<file path="src/rtl/instr_fetch_unit.sv">
// MIPS multicycle fetch stage: owns PC and IR, handshakes with instruction memory, computes next PC.
// Latency: IR valid 1+N cycles after entering FETCH (N = memory wait cycles); PC updates on the pc_wr edge in HOLD.
// Backpressure: stays in FETCH with imem_req high until imem_ack; waits in HOLD until control raises pc_wr.
module instr_fetch_unit #(
    parameter logic [31:0] RESET_PC = 32'h0000_3000
) (
    input  logic        clk,
    input  logic        rst,
    input  logic        pc_wr,
    input  logic [1:0]  npc_sel,
    input  logic        br_take,
    input  logic [15:0] imm16,
    input  logic [25:0] jadd,
    input  logic [31:0] rs_val,
    output logic        imem_req,
    output logic [31:0] imem_addr,
    input  logic [31:0] imem_rdata,
    input  logic        imem_ack,
    output logic [31:0] pc,
    output logic [31:0] pc_plus4,
    output logic [31:0] ir_out,
    output logic        ir_valid,
    output logic        misalign
);

    typedef enum logic [1:0] {
        IDLE  = 2'd0,
        FETCH = 2'd1,
        HOLD  = 2'd2
    } state_t;

    state_t      state_q;
    state_t      state_d;
    logic [31:0] npc;
    logic        fetch_done;
    logic        advance;

    assign pc_plus4   = pc + 32'd4;
    assign imem_addr  = pc;
    assign fetch_done = (state_q == FETCH) && imem_ack;
    assign advance    = (state_q == HOLD) && pc_wr;

    always_comb begin
        npc = pc_plus4;
        case (npc_sel)
            2'b00: npc = pc_plus4;
            2'b01: npc = br_take ? (pc_plus4 + {{14{imm16[15]}}, imm16, 2'b00}) : pc_plus4;
            2'b10: npc = {pc_plus4[31:28], jadd, 2'b00};
            2'b11: npc = {rs_val[31:2], 2'b00};
            default: npc = pc_plus4;
        endcase
    end

    always_ff @(posedge clk or posedge rst) begin
        if (rst) begin
            state_q <= IDLE;
        end else begin
            state_q <= state_d;
        end
    end

    always_comb begin
        state_d  = state_q;
        imem_req = 1'b0;
        case (state_q)
            IDLE: begin
                state_d = FETCH;
            end
            FETCH: begin
                imem_req = 1'b1;
                if (imem_ack) begin
                    state_d = HOLD;
                end
            end
            HOLD: begin
                if (pc_wr) begin
                    state_d = FETCH;
                end
            end
            default: begin
                state_d = IDLE;
            end
        endcase
    end

    // IR is written only on the ack edge, so it stays frozen for the whole execute phase.
    always_ff @(posedge clk or posedge rst) begin
        if (rst) begin
            pc       <= RESET_PC;
            ir_out   <= 32'd0;
            ir_valid <= 1'b0;
            misalign <= 1'b0;
        end else begin
            misalign <= advance && (npc_sel == 2'b11) && (rs_val[1:0] != 2'b00);
            if (fetch_done) begin
                ir_out   <= imem_rdata;
                ir_valid <= 1'b1;
            end else if (advance) begin
                pc       <= npc;
                ir_valid <= 1'b0;
            end
        end
    end

endmodule
</file>
<file path="config.mk">
export PLATFORM = sky130hd
export DESIGN_NAME = instr_fetch_unit
export DESIGN_NICKNAME = d
export VERILOG_FILES = /design/src/rtl/instr_fetch_unit.sv
export SDC_FILE = /design/constraint.sdc
export NUM_CORES = 1
export LEC_CHECK = 0
export BUFFER_PORTS_ARGS = -buffer_cell sky130_fd_sc_hd__buf_4
export CAP_MARGIN = 10
export CORE_ASPECT_RATIO = 0.5
export CORE_MARGIN = 2
export CORE_UTILIZATION = 46
export CTS_BUF_LIST = sky130_fd_sc_hd__clkbuf_4 sky130_fd_sc_hd__clkbuf_8
export CTS_CLUSTER_SIZE = 8
export DETAILED_ROUTE_END_ITERATION = 6
export GPL_ROUTABILITY_DRIVEN = 0
export HOLD_SLACK_MARGIN = 0.15
export PLACE_DENSITY = 0.87
export SLEW_MARGIN = 0
export SYNTH_ARGS = -nofsm -noshare
export SYNTH_HDL_FRONTEND = slang
export SYNTH_SLANG_ARGS = --single-unit
</file>
<file path="constraint.sdc">
create_clock -name clk -period 4.01 [get_ports clk]
set_clock_uncertainty 0.1 [all_clocks]
set_input_delay 0.2005 -clock clk [delete_from_list [all_inputs] [get_ports clk]]
set_output_delay 0.2005 -clock clk [all_outputs]
set_load 0.01 [all_outputs]
</file>
==> summary.md, run 1 <==
| Metric | Value |
|---|---|
| #FFs+latches synth | `66` |
| Leak | `between 3 and 4 nW` |
| Total Routing Usage GR | `31.2%` |
| Fin. max-slew vios | `0` |
| Minimum clock period after layout | `~4 ns` |
| Core ar. | `between 10000 and 15000 um2` |
| Internal power component | `roughly 3.4 mW` |
| First-pass GRT wire length | `approximately 34000 um` |
| Routed WL per cell | `slightly above 20 um` |
| Post-Route Setup TNS | `0 ns` |
| Switching share of power | `a little under half` |
| Unrepaired setup endpoints after global routing | `yes` |
| IO Port Bufs | `between 200 and 250` |
| Die X | `~160 um` |
| Antenna viol nets, final | `0` |
| Comb power frac | `around two thirds` |
| Startpoint types | `flip-flop` |
| Synth Cell Area | `just under 6000 um2` |
| Worst Hold End | `imem_addr[30]` |
| Clock Power Share | `a little over a tenth` |
| GRT overflow | `0` |
| WP data required | `4.19 ns` |
| YS warnings | `0` |
| CP Max Fanout | `7` |
| FFs w/ async S/R, synth | `100%` |
| Vias in the first global route | `about 6500` |
| Most common cell in the netlist | `dfrtp_1` |
| Adder-Cell Fraction of Synth Area | `7.67%` |
| Layout cell share with drive strength beyond 1 | `40.3%` |
| Yosys top cell by area | `dfrtp_1` |
| ANT cells | `0` |
| Die Area | `about 14000 um2` |
| Power Density | `733 nW/um2` |
| Worst setup path class | `flip-flop to flip-flop` |
| Prevailing post-synth register cell | `dfrtp_1` |
| Clk sinks | `66` |
| Yosys cell types | `70` |
| Hold_sp | `rs_val[30]` |
| Critical Path Sink Type | `flip-flop` |
| DR vias | `6706` |
| Tot Pwr | `~6.3 mW` |
| Slew HR | `a little under two fifths` |
| XOR/XNOR Fraction of Synth Area | `7.08%` |
| H-tree depth | `3` |
| Routed WL | `22500 um` |
| Hold/Removal Path Class | `input pin to flip-flop` |
| FF-to-FF setup slack | `~0.026 ns` |
| Ports | `around 240` |
| Final core utilization | `about 71%` |
| Fin Hold WS | `between 0.15 and 0.2 ns` |
| Most common library cells after synthesis | `dfrtp_1 (64), nand2_1 (63), a21oi_1 (45), nor2_1 (44), mux2_2 (43)` |
| Worst-Skew Late Latency | `between 0.3 and 0.4 ns` |
| Number of synthesized flops with an enable pin | `0` |
| Antenna violations before repair | `0` |
| Syn avg cell area | `8.67 um2` |
| Worst Hold Depth | `5` |
| Layout area overhead | `47.0%` |
| Crit path arrival time | `between 4 and 5 ns` |
| Vias/cell | `between 6 and 7` |
| Area of the multi-input gates | `approximately 3900 um2` |
| Reg2reg end | `imem_addr[31]` |
| Die Y | `83.5 um` |
| DRC Markers | `0` |
| Largest net degree at the start of global routing | `46` |
| Register Area | `1660 um2` |
| Net Switching | `around 2.9 mW` |
| Post-synthesis simple-gate area fraction | `between 10% and 20%` |
| Post-synthesis compound-gate area fraction | `~22%` |
| Mapped Cells | `670` |
| Largest family of logic cells by synthesized area | `compound AO/OA/AOI/OAI gates` |
| Clock Tree Root | `clkbuf_8` |
| Clock Path Buffers | `2` |
| 1st-iter DRT viols | `between 700 and 800` |
| Tcrit/Tclk final | `~99%` |
| MaxCap Viol Count | `0` |
| Ranking of synthesized cells by area | `dfrtp_1 (28%), mux2_2 (8.3%), ha_1 (7.3%)` |
| Final Hold Fails | `0` |
| Rows | `28` |
| R2R cell count | `14` |
| Seq/Total Area, Yosys | `between 20% and 30%` |
| Share of the synthesized area in the top cell type | `27.6%` |
| Fill cells | `about 830` |
| Final #Nets | `about 1100` |
| Max IR drop VDD | `approximately 350 uV` |
| CTS Buf Count | `9` |
| Reg power frac | `between 20% and 30%` |
| Initial DRT Pass Iterations | `7` |
| Initial Util | `48.2%` |
| Fmax | `between 200 and 300 MHz` |
| Worst slew pin tran | `0.929 ns` |
| Reg2Reg Launch Point | `imem_addr[13]` |
| CTS tree | `built` |
| HPWL Detailed | `between 15000 and 20000 um` |
| Status | `finished clean` |
| Clock transition at path regs | `0.09 ns` |
| # setup viols final | `0` |
| Mux contribution to synthesized area | `about a tenth` |
-- placed cells by master (no fill, tap or decap), drive strengths merged, types with 8 or more instances in the layout --
cell | synthesis | routed
nand3 | 27 | 27
clkbuf | 25 | 9
nor2 | 44 | 44
xnor2 | 32 | 32
a221oi | 9 | 9
dfrtp | 64 | 64
ha | 34 | 34
o21ai | 38 | 38
a21o | 10 | 10
dlygate4sd3 | 0 | 43
nor3 | 13 | 13
mux2 | 43 | 43
o31ai | 9 | 9
xor2 | 15 | 15
a211oi | 10 | 10
nor2b | 8 | 8
inv | 15 | 17
buf | 43 | 275
nand2 | 63 | 63
a21oi | 45 | 45
or3 | 8 | 8
and3 | 11 | 11
-- power groups by stage --
stage / sequential, mW / combinational (mW) / clock (mW)
global route: 1.37 / 4.54 / 0.697
detailed placement: 1.31 / 3.99 / 0
floorplan: 1.43 / 2.29 / 0
global placement: 1.28 / 3.90 / 0
CTS: 1.30 / 4.07 / 0.655
finish: 1.33 / 4.27 / 0.664
-- critical path: stages, from the launching register on --
cell and delay [ns]:
dfstp_2 0.54, and3_4 0.22, nand4bb_4 0.20, nor3_4 0.30, nand3_2 0.13, xnor2_2 0.18
ha_1 0.30, a21o_1 0.19, a21o_1 0.19, a21o_1 0.18, or3_1 0.32, o2111a_1 0.27
or3_4 0.37, and4_4 0.21, o31ai_4 0.19
-- cell type report --
| cell class | instances | area share [%] |
|---|---|---|
| multi-input combinational | 526 | 45.7 |
| clock buffer | 9 | 1.45 |
| tap | 165 | 2.42 |
| inverter | 15 | 0.659 |
| sequential | 66 | 19.4 |
| timing repair buffer | 318 | 29.2 |
| clock inverter | 7 | 1.17 |
-- layer usage --
metal | track usage, % | share of wire (%) | vias to the layer above | routed length, um
met5 | 0 | 0 | - | 0
met4 | 11.8 | 4.8 | 0 | 1080
met3 | 6.66 | 9.8 | 106 | 2200
met2 | 55.4 | 49 | 452 | 11000
met1 | 37.0 | 37 | 3171 | 8230
li1 | - | - | 2977 | -
-- cell families after synthesis --
group / count (synthesis)
simple gates: 205
compound gates: 183
buf+inv: 83
flops: 66
mux: 50
xor+xnor: 47
fa+ha+maj: 35
other cells: 1
-- worst max path at each step --
stage | to | depth (start not counted) | slack [ns] | startpoint
floorplan | imem_addr[31] | 16 | 0.02 | imem_addr[4]
global placement | imem_addr[31] | 14 | 0.18 | imem_addr[13]
detailed placement | imem_addr[31] | 14 | 0.05 | imem_addr[7]
CTS | imem_addr[31] | 15 | 0.001 | imem_addr[7]
global route | imem_addr[31] | 14 | -0.11 | imem_addr[12]
finish | imem_addr[31] | 14 | 0.03 | imem_addr[13]
-- sequential cells by signal, indices dropped and copies added (netlist names) --
register	cells
ir_out	32
imem_addr	30
state_q	2
ir_valid	1
misalign	1
-- metrics by stage --
stage	worst slack (ns)	cells	area [um2]
floorplan	0.0242	675	5880
global placement	0.180	1042	7720
detailed placement	0.0537	1042	7720
CTS	0.00103	1101	8390
global route	-0.113	1106	8540
finish	0.0264	1106	8540
-- what timing repair did --
item / in CTS / in global routing
buffers inserted: 0 / 5
hold endpoints to repair: 67 / 0
pin swaps: 0 / 10
endpoints found under the setup margin: 1 / 9
resized for setup: 1 / 28
hold buffers: 43 / 0
Note: power is estimated with default switching activity, not from simulation.
==> run 2: changes to the inputs <==
- CORE_ASPECT_RATIO: 0.5 -> default
- HOLD_SLACK_MARGIN: 0.15 -> 0.08
==> summary.md, run 2 (synthesis results as in run 1) <==
| Metric | Value |
|---|---|
| Status | `finished clean` |
| CP Max Fanout | `7 (unchanged)` |
| Reg power frac | `20.6% (-0.7 points)` |
| Final Hold Fails | `0 (unchanged)` |
| Vias/cell | `5.79 (-4.5%)` |
| Final #Nets | `1090 (+0.55%)` |
| Antenna violations before repair | `0 (unchanged)` |
| # setup viols final | `0 (unchanged)` |
| Most common cell after layout, fill and taps aside | `buf_4` |
| Switching share of power | `45.0% (-0.81 points)` |
| Fmax | `256 MHz (+1.9%)` |
| Reg2reg end | `imem_addr[31]` |
| End of the critical path | `imem_addr[31]` |
| Minimum clock period after layout | `3.91 ns (-0.0747 ns)` |
| Worst slew pin tran | `0.986 ns (+0.0574 ns)` |
| Die Area | `13500 um2 (-0.40%)` |
| CTS tree | `built` |
| IO Port Bufs | `237 (unchanged)` |
| Critical Path Sink Type | `flip-flop` |
| Clock Power Share | `10.3% (-0.3 points)` |
| Max IR drop VDD | `477 uV (+35%)` |
| DRC Markers | `0 (unchanged)` |
| Clock Tree Root | `clkbuf_8` |
| Reg with most FFs | `ir_out` |
| Worst-Skew Late Latency | `0.34 ns (-0.02 ns)` |
| Layout area overhead | `46.4%` |
| Total Routing Usage GR | `30.5% (-0.65 points)` |
| Initial Util | `46.6% (-1.6 points)` |
| Clock transition at path regs | `0.08 ns (about the same)` |
| Reg2Reg Launch Point | `imem_addr[13]` |
| Unrepaired setup endpoints after global routing | `yes` |
| GRT overflow | `0 (unchanged)` |
| Initial DRT Pass Iterations | `7 (unchanged)` |
| Fin. max-slew vios | `0 (unchanged)` |
| FF-to-FF setup slack | `0.10 ns (+0.07 ns)` |
| Routed WL per cell | `19.2 um (-5.4%)` |
| Layout cell share with drive strength beyond 1 | `39.8% (-0.47 points)` |
| Tcrit/Tclk final | `97.5% (-1.9 points)` |
| Fin Hold WS | `0.135 ns (-0.0228 ns)` |
| Antenna viol nets, final | `0 (unchanged)` |
| Die X | `116 um (-29%)` |
| Largest net degree at the start of global routing | `46 (unchanged)` |
| 1st-iter DRT viols | `510 (-32%)` |
| Ports | `244 (unchanged)` |
| Die Y | `116 um (+39%)` |
| Comb power frac | `69.1% (+1.0 points)` |
| Clk sinks | `66 (unchanged)` |
| Net Switching | `2.79 mW (-2.9%)` |
| WP data required | `4.17 ns (-0.02 ns)` |
| Internal power component | `3.40 mW (+0.35%)` |
| MaxCap Viol Count | `0 (unchanged)` |
| Crit path arrival time | `4.07 ns (-0.09 ns)` |
| H-tree depth | `3 (unchanged)` |
| ANT cells | `0 (unchanged)` |
| DR vias | `6480 (-3.4%)` |
| Final instance area | `8510 um2 (-0.38%)` |
| Power Density | `728 nW/um2 (-0.76%)` |
| Slew HR | `34.0% (-4.1 points)` |
| Routed WL | `21500 um (-4.3%)` |
| Area post-placement | `7800 um2 (+1.0%)` |
| Hold/Removal Path Class | `input pin to flip-flop` |
| R2R cell count | `14 (unchanged)` |
| Leak | `4.01 nW (+0.53%)` |
| CP Launch Point | `imem_addr[13]` |
| Post-Route Setup TNS | `0 ns (unchanged)` |
| First-pass GRT wire length | `31500 um (-6.4%)` |
| Worst setup path class | `flip-flop to flip-flop` |
| Core ar. | `12500 um2 (+3.4%)` |
| Clock Path Buffers | `2 (unchanged)` |
| Vias in the first global route | `6224 (-3.7%)` |
| CTS Buf Count | `9 (unchanged)` |
| Rows | `41 (+46%)` |
| Most frequent cells in the layout | `buf_4 (285), dfrtp_1 (63), nand2_1 (61)` |
| Startpoint types | `flip-flop` |
| HPWL Detailed | `15800 um (+2.6%)` |
| Max reg flops | `32 (unchanged)` |
## run 2: cell count changes in the layout (fill, tap and decap cells not counted), moves of 2 or more
cell / previous run / this run
dfrtp_2: 5 / 1
buf_4: 275 / 285
dlygate4sd3_1: 43 / 39
xnor2_1: 28 / 30
dfrtp_1: 59 / 63
xor2_1: 12 / 14
xnor2_2: 4 / 2
ha_1: 30 / 34
nor2_2: 1 / 4
and3_2: 3 / 1
and3_1: 7 / 9
nor2_1: 42 / 39
ha_2: 3 / 0
## run 2: area by class of cell
class                      count  area, um2
tap                          172        215
multi-input combinational    526       3830
inverter                      15       56.3
timing repair buffer         324       2530
clock inverter                 7        100
clock buffer                   9        124
sequential                    66       1660
fill                         996       3960
## run 2: worst max-delay path: stages, from the launching register on
cell       delay (ns)
dfstp_2          0.54
and3_4           0.20
nand4bb_4        0.19
nor3_4           0.28
nand3_2          0.12
xnor2_2          0.24
ha_1             0.29
a21o_1           0.19
a21o_1           0.17
a21o_1           0.18
or3_1            0.32
o2111a_1         0.26
or3_1            0.36
and4_4           0.20
o31ai_2          0.19
## run 2: worst min-delay path by stage
stage	to	slack, ns	cells past startpoint	start
3_3_place_gp	state_q[1]	0.28	2	pc_wr
3_5_place_dp	state_q[1]	0.29	2	pc_wr
6_report	imem_addr[15]	0.14	3	jadd[13]
4_1_cts	imem_addr[15]	0.12	3	jadd[13]
2_1_floorplan	state_q[1]	0.19	1	pc_wr
5_1_grt	imem_addr[15]	0.14	3	jadd[13]
## run 2: power by group through the flow
stage | combinational [mW] | sequential (mW) | clock, mW
after floorplan | 2.29 | 1.43 | 0
after global placement | 4.05 | 1.24 | 0
after detailed placement | 4.12 | 1.27 | 0
after CTS | 4.17 | 1.25 | 0.650
after global routing | 4.60 | 1.31 | 0.681
final | 4.28 | 1.27 | 0.640
## run 2: timing repair
item	CTS	global route
gates resized for setup	0	12
setup buffers	0	6
endpoints found under the hold margin	78	0
hold buffers	39	0
setup endpoints to repair	0	11
## run 2: through the flow
stage               util [%]  power (mW)  instances  worst slack [ns]
floorplan                  -        3.72        675            0.0242
global placement        62.6        5.28       1058             0.180
detailed placement      62.6        5.39       1058            0.0279
CTS                     67.5        6.07       1113            0.0103
global route            68.3        6.59       1119           -0.0740
finish                  68.3        6.19       1119             0.101
## run 2: layer usage
layer  share of wire (%)  vias up  GRT usage [%]
met3                 8.6       67           5.60
met4                 4.0        0           13.3
met5                   0        -              0
met1                  37     3031           35.3
li1                    -     2981              -
met2                  50      401           55.0
==> run 3: changes to the inputs <==
- BUFFER_PORTS_ARGS: -buffer_cell sky130_fd_sc_hd__buf_4 -> -buffer_cell sky130_fd_sc_hd__buf_2
- CORE_ASPECT_RATIO: default -> 0.5
- PLACE_DENSITY: 0.87 -> 0.8
==> summary.md, run 3 (synthesis results as in run 1) <==
| Metric | Value |
|---|---|
| Status | `finished clean` |
| Worst slew pin tran | `0.904 ns (-0.0825 ns)` |
| Max IR drop VDD | `384 uV (-19%)` |
| MaxCap Viol Count | `0 (unchanged)` |
| Leak | `3.78 nW (-5.7%)` |
| Rows | `28 (-32%)` |
| H-tree depth | `3 (unchanged)` |
| Initial DRT Pass Iterations | `6 (-1)` |
| Final #Nets | `1082 (-0.73%)` |
| Reg with most FFs | `ir_out` |
| CTS Buf Count | `9 (unchanged)` |
| Most common cell after layout, fill and taps aside | `buf_2` |
| Die X | `163 um (+40%)` |
| DR vias | `6422 (-0.90%)` |
| Core ar. | `12100 um2 (-3.3%)` |
| Tcrit/Tclk final | `97.0% (-0.52 points)` |
| ANT cells | `0 (unchanged)` |
| PnR worst setup slack | `0.122 ns (+0.0210 ns)` |
| Final Hold Fails | `0 (unchanged)` |
| IO Port Bufs | `237 (unchanged)` |
| Register Area | `1660 um2 (about the same)` |
| Clock Path Buffers | `2 (unchanged)` |
| GRT met3 Usage | `6.16% (+0.56 points)` |
| Ports | `244 (unchanged)` |
| CP Max Fanout | `10 (+3)` |
| Startpoint types | `flip-flop` |
| Minimum clock period after layout | `3.89 ns (-0.0210 ns)` |
| Critical Path Sink Type | `flip-flop` |
| GRT overflow | `0 (unchanged)` |
| Fin. max-slew vios | `0 (unchanged)` |
| Die Y | `83.5 um (-28%)` |
| Crit path arrival time | `4.06 ns (about the same)` |
| Met2 GRT Util | `49.4% (-5.6 points)` |
| WP data required | `4.19 ns (+0.02 ns)` |
| R2R cell count | `15 (+1)` |
| Vias in the first global route | `6105 (-1.9%)` |
| DRC Markers | `0 (unchanged)` |
| Fill cells | `996 (unchanged)` |
| Clock transition at path regs | `0.09 ns (about the same)` |
| Hold/Removal Path Class | `input pin to flip-flop` |
| First-pass GRT wire length | `31200 um (-1.2%)` |
| Total Routing Usage GR | `28.8% (-1.7 points)` |
| Final instance area | `7860 um2 (-7.6%)` |
| Vias/cell | `5.82 (+0.45%)` |
| Antenna violations before repair | `0 (unchanged)` |
| Clock Tree Root | `clkbuf_8` |
| Tot Pwr | `5.73 mW (-7.5%)` |
| Unrepaired setup endpoints after global routing | `yes` |
| Layout cell share with drive strength beyond 1 | `39.6% (-0.19 points)` |
| Most frequent cells in the layout | `buf_2 (237), nand2_1 (62), dfrtp_1 (62)` |
| Slew HR | `39.7% (+5.7 points)` |
| Worst setup path class | `flip-flop to flip-flop` |
| Power Density | `729 nW/um2 (+0.19%)` |
| Routed WL | `20400 um (-5.0%)` |
| # setup viols final | `0 (unchanged)` |
| HPWL Detailed | `15100 um (-4.0%)` |
| CTS tree | `built` |
| 1st-iter DRT viols | `486 (-4.7%)` |
| Area post-placement | `7160 um2 (-8.2%)` |
| Worst Hold Depth | `3 (unchanged)` |
| Routed WL per cell | `18.5 um (-3.7%)` |
| DP Worst Slack | `0.0357 ns (+0.00787 ns)` |
| Area of the multi-input gates | `3840 um2 (+0.26%)` |
| Clk sinks | `66 (unchanged)` |
| Worst-Skew Late Latency | `0.36 ns (+0.02 ns)` |
| Layout area overhead | `35.2%` |
| Fmax | `257 MHz (+0.54%)` |
| Post-Route Setup TNS | `0 ns (unchanged)` |
| Die Area | `13600 um2 (+0.40%)` |
| Max reg flops | `32 (unchanged)` |
| GRT busiest layer | `met2` |
| Largest net degree at the start of global routing | `43 (-6.5%)` |
| Met1 Track Usage GR | `35.3% (about the same)` |
| Antenna viol nets, final | `0 (unchanged)` |
| Initial Util | `48.2% (+1.6 points)` |
## run 3: worst paths after layout
path / to / slack [ns] / startpoint
max: imem_addr[31] / 0.12 / imem_addr[6]
min: imem_addr[29] / 0.10 / rs_val[29]
max reg2reg: imem_addr[31] / 0.12 / imem_addr[6]
min reg2reg: ir_valid / 0.40 / ir_valid
max in group asynchronous: imem_addr[13] / 2.38 / rst
min in group asynchronous: ir_out[11] / 0.49 / rst
## run 3: metrics by stage
| step | utilization, % | hold slack (ns) | instances |
|---|---|---|---|
| final | 65.2 | 0.101 | 1104 |
| after floorplan | - | 0.187 | 675 |
| after global routing | 65.2 | 0.120 | 1104 |
| after global placement | 59.4 | 0.302 | 1046 |
| after CTS | 64.5 | 0.0806 | 1101 |
| after detailed placement | 59.4 | 0.314 | 1046 |
## run 3: per-layer routing
layer  routed length [um]  share of wire [%]
met1                 8130                 40
met2                 9610                 47
met3                 1920                9.4
met4                  780                3.8
met5                    0                  0
## run 3: cell type report
class / count / share of cell area, %
Inverter: 15 / 0.716
Timing Repair Buffer: 316 / 23.9
Multi-Input combinational cell: 526 / 48.8
Sequential cell: 66 / 21.1
Clock buffer: 9 / 1.58
Clock inverter: 7 / 1.27
Tap cell: 165 / 2.63
## run 3: critical path, cell delays in order (launching register included)
cell and delay, ns:
dfrtp_1 0.43, and3_2 0.27, nand2_1 0.11, nor2_2 0.18, nand3_2 0.16, nor2_2 0.18
xor2_2 0.21, ha_2 0.37, a311oi_1 0.31, o21ai_0 0.16, a21oi_2 0.20, a2111oi_4 0.09
o2111a_1 0.28, or3_1 0.36, and4_4 0.20, o31ai_2 0.19
## run 3: repair_timing
action,in CTS,in global routing
endpoints found under the setup margin,0,11
setup buffers,0,3
hold buffers,39,0
endpoints found under the hold margin,74,0
gates resized for setup,0,15
## run 3: power by group
group / switching [mW] / total [mW] / internal, mW / leakage (nW)
Sequential: 0.314 / 1.31 / 0.992 / 0.775
Combinational: 2.11 / 3.76 / 1.65 / 2.89
Clock: 0.304 / 0.659 / 0.356 / 0.114
Total: 2.73 / 5.73 / 3.00 / 3.78
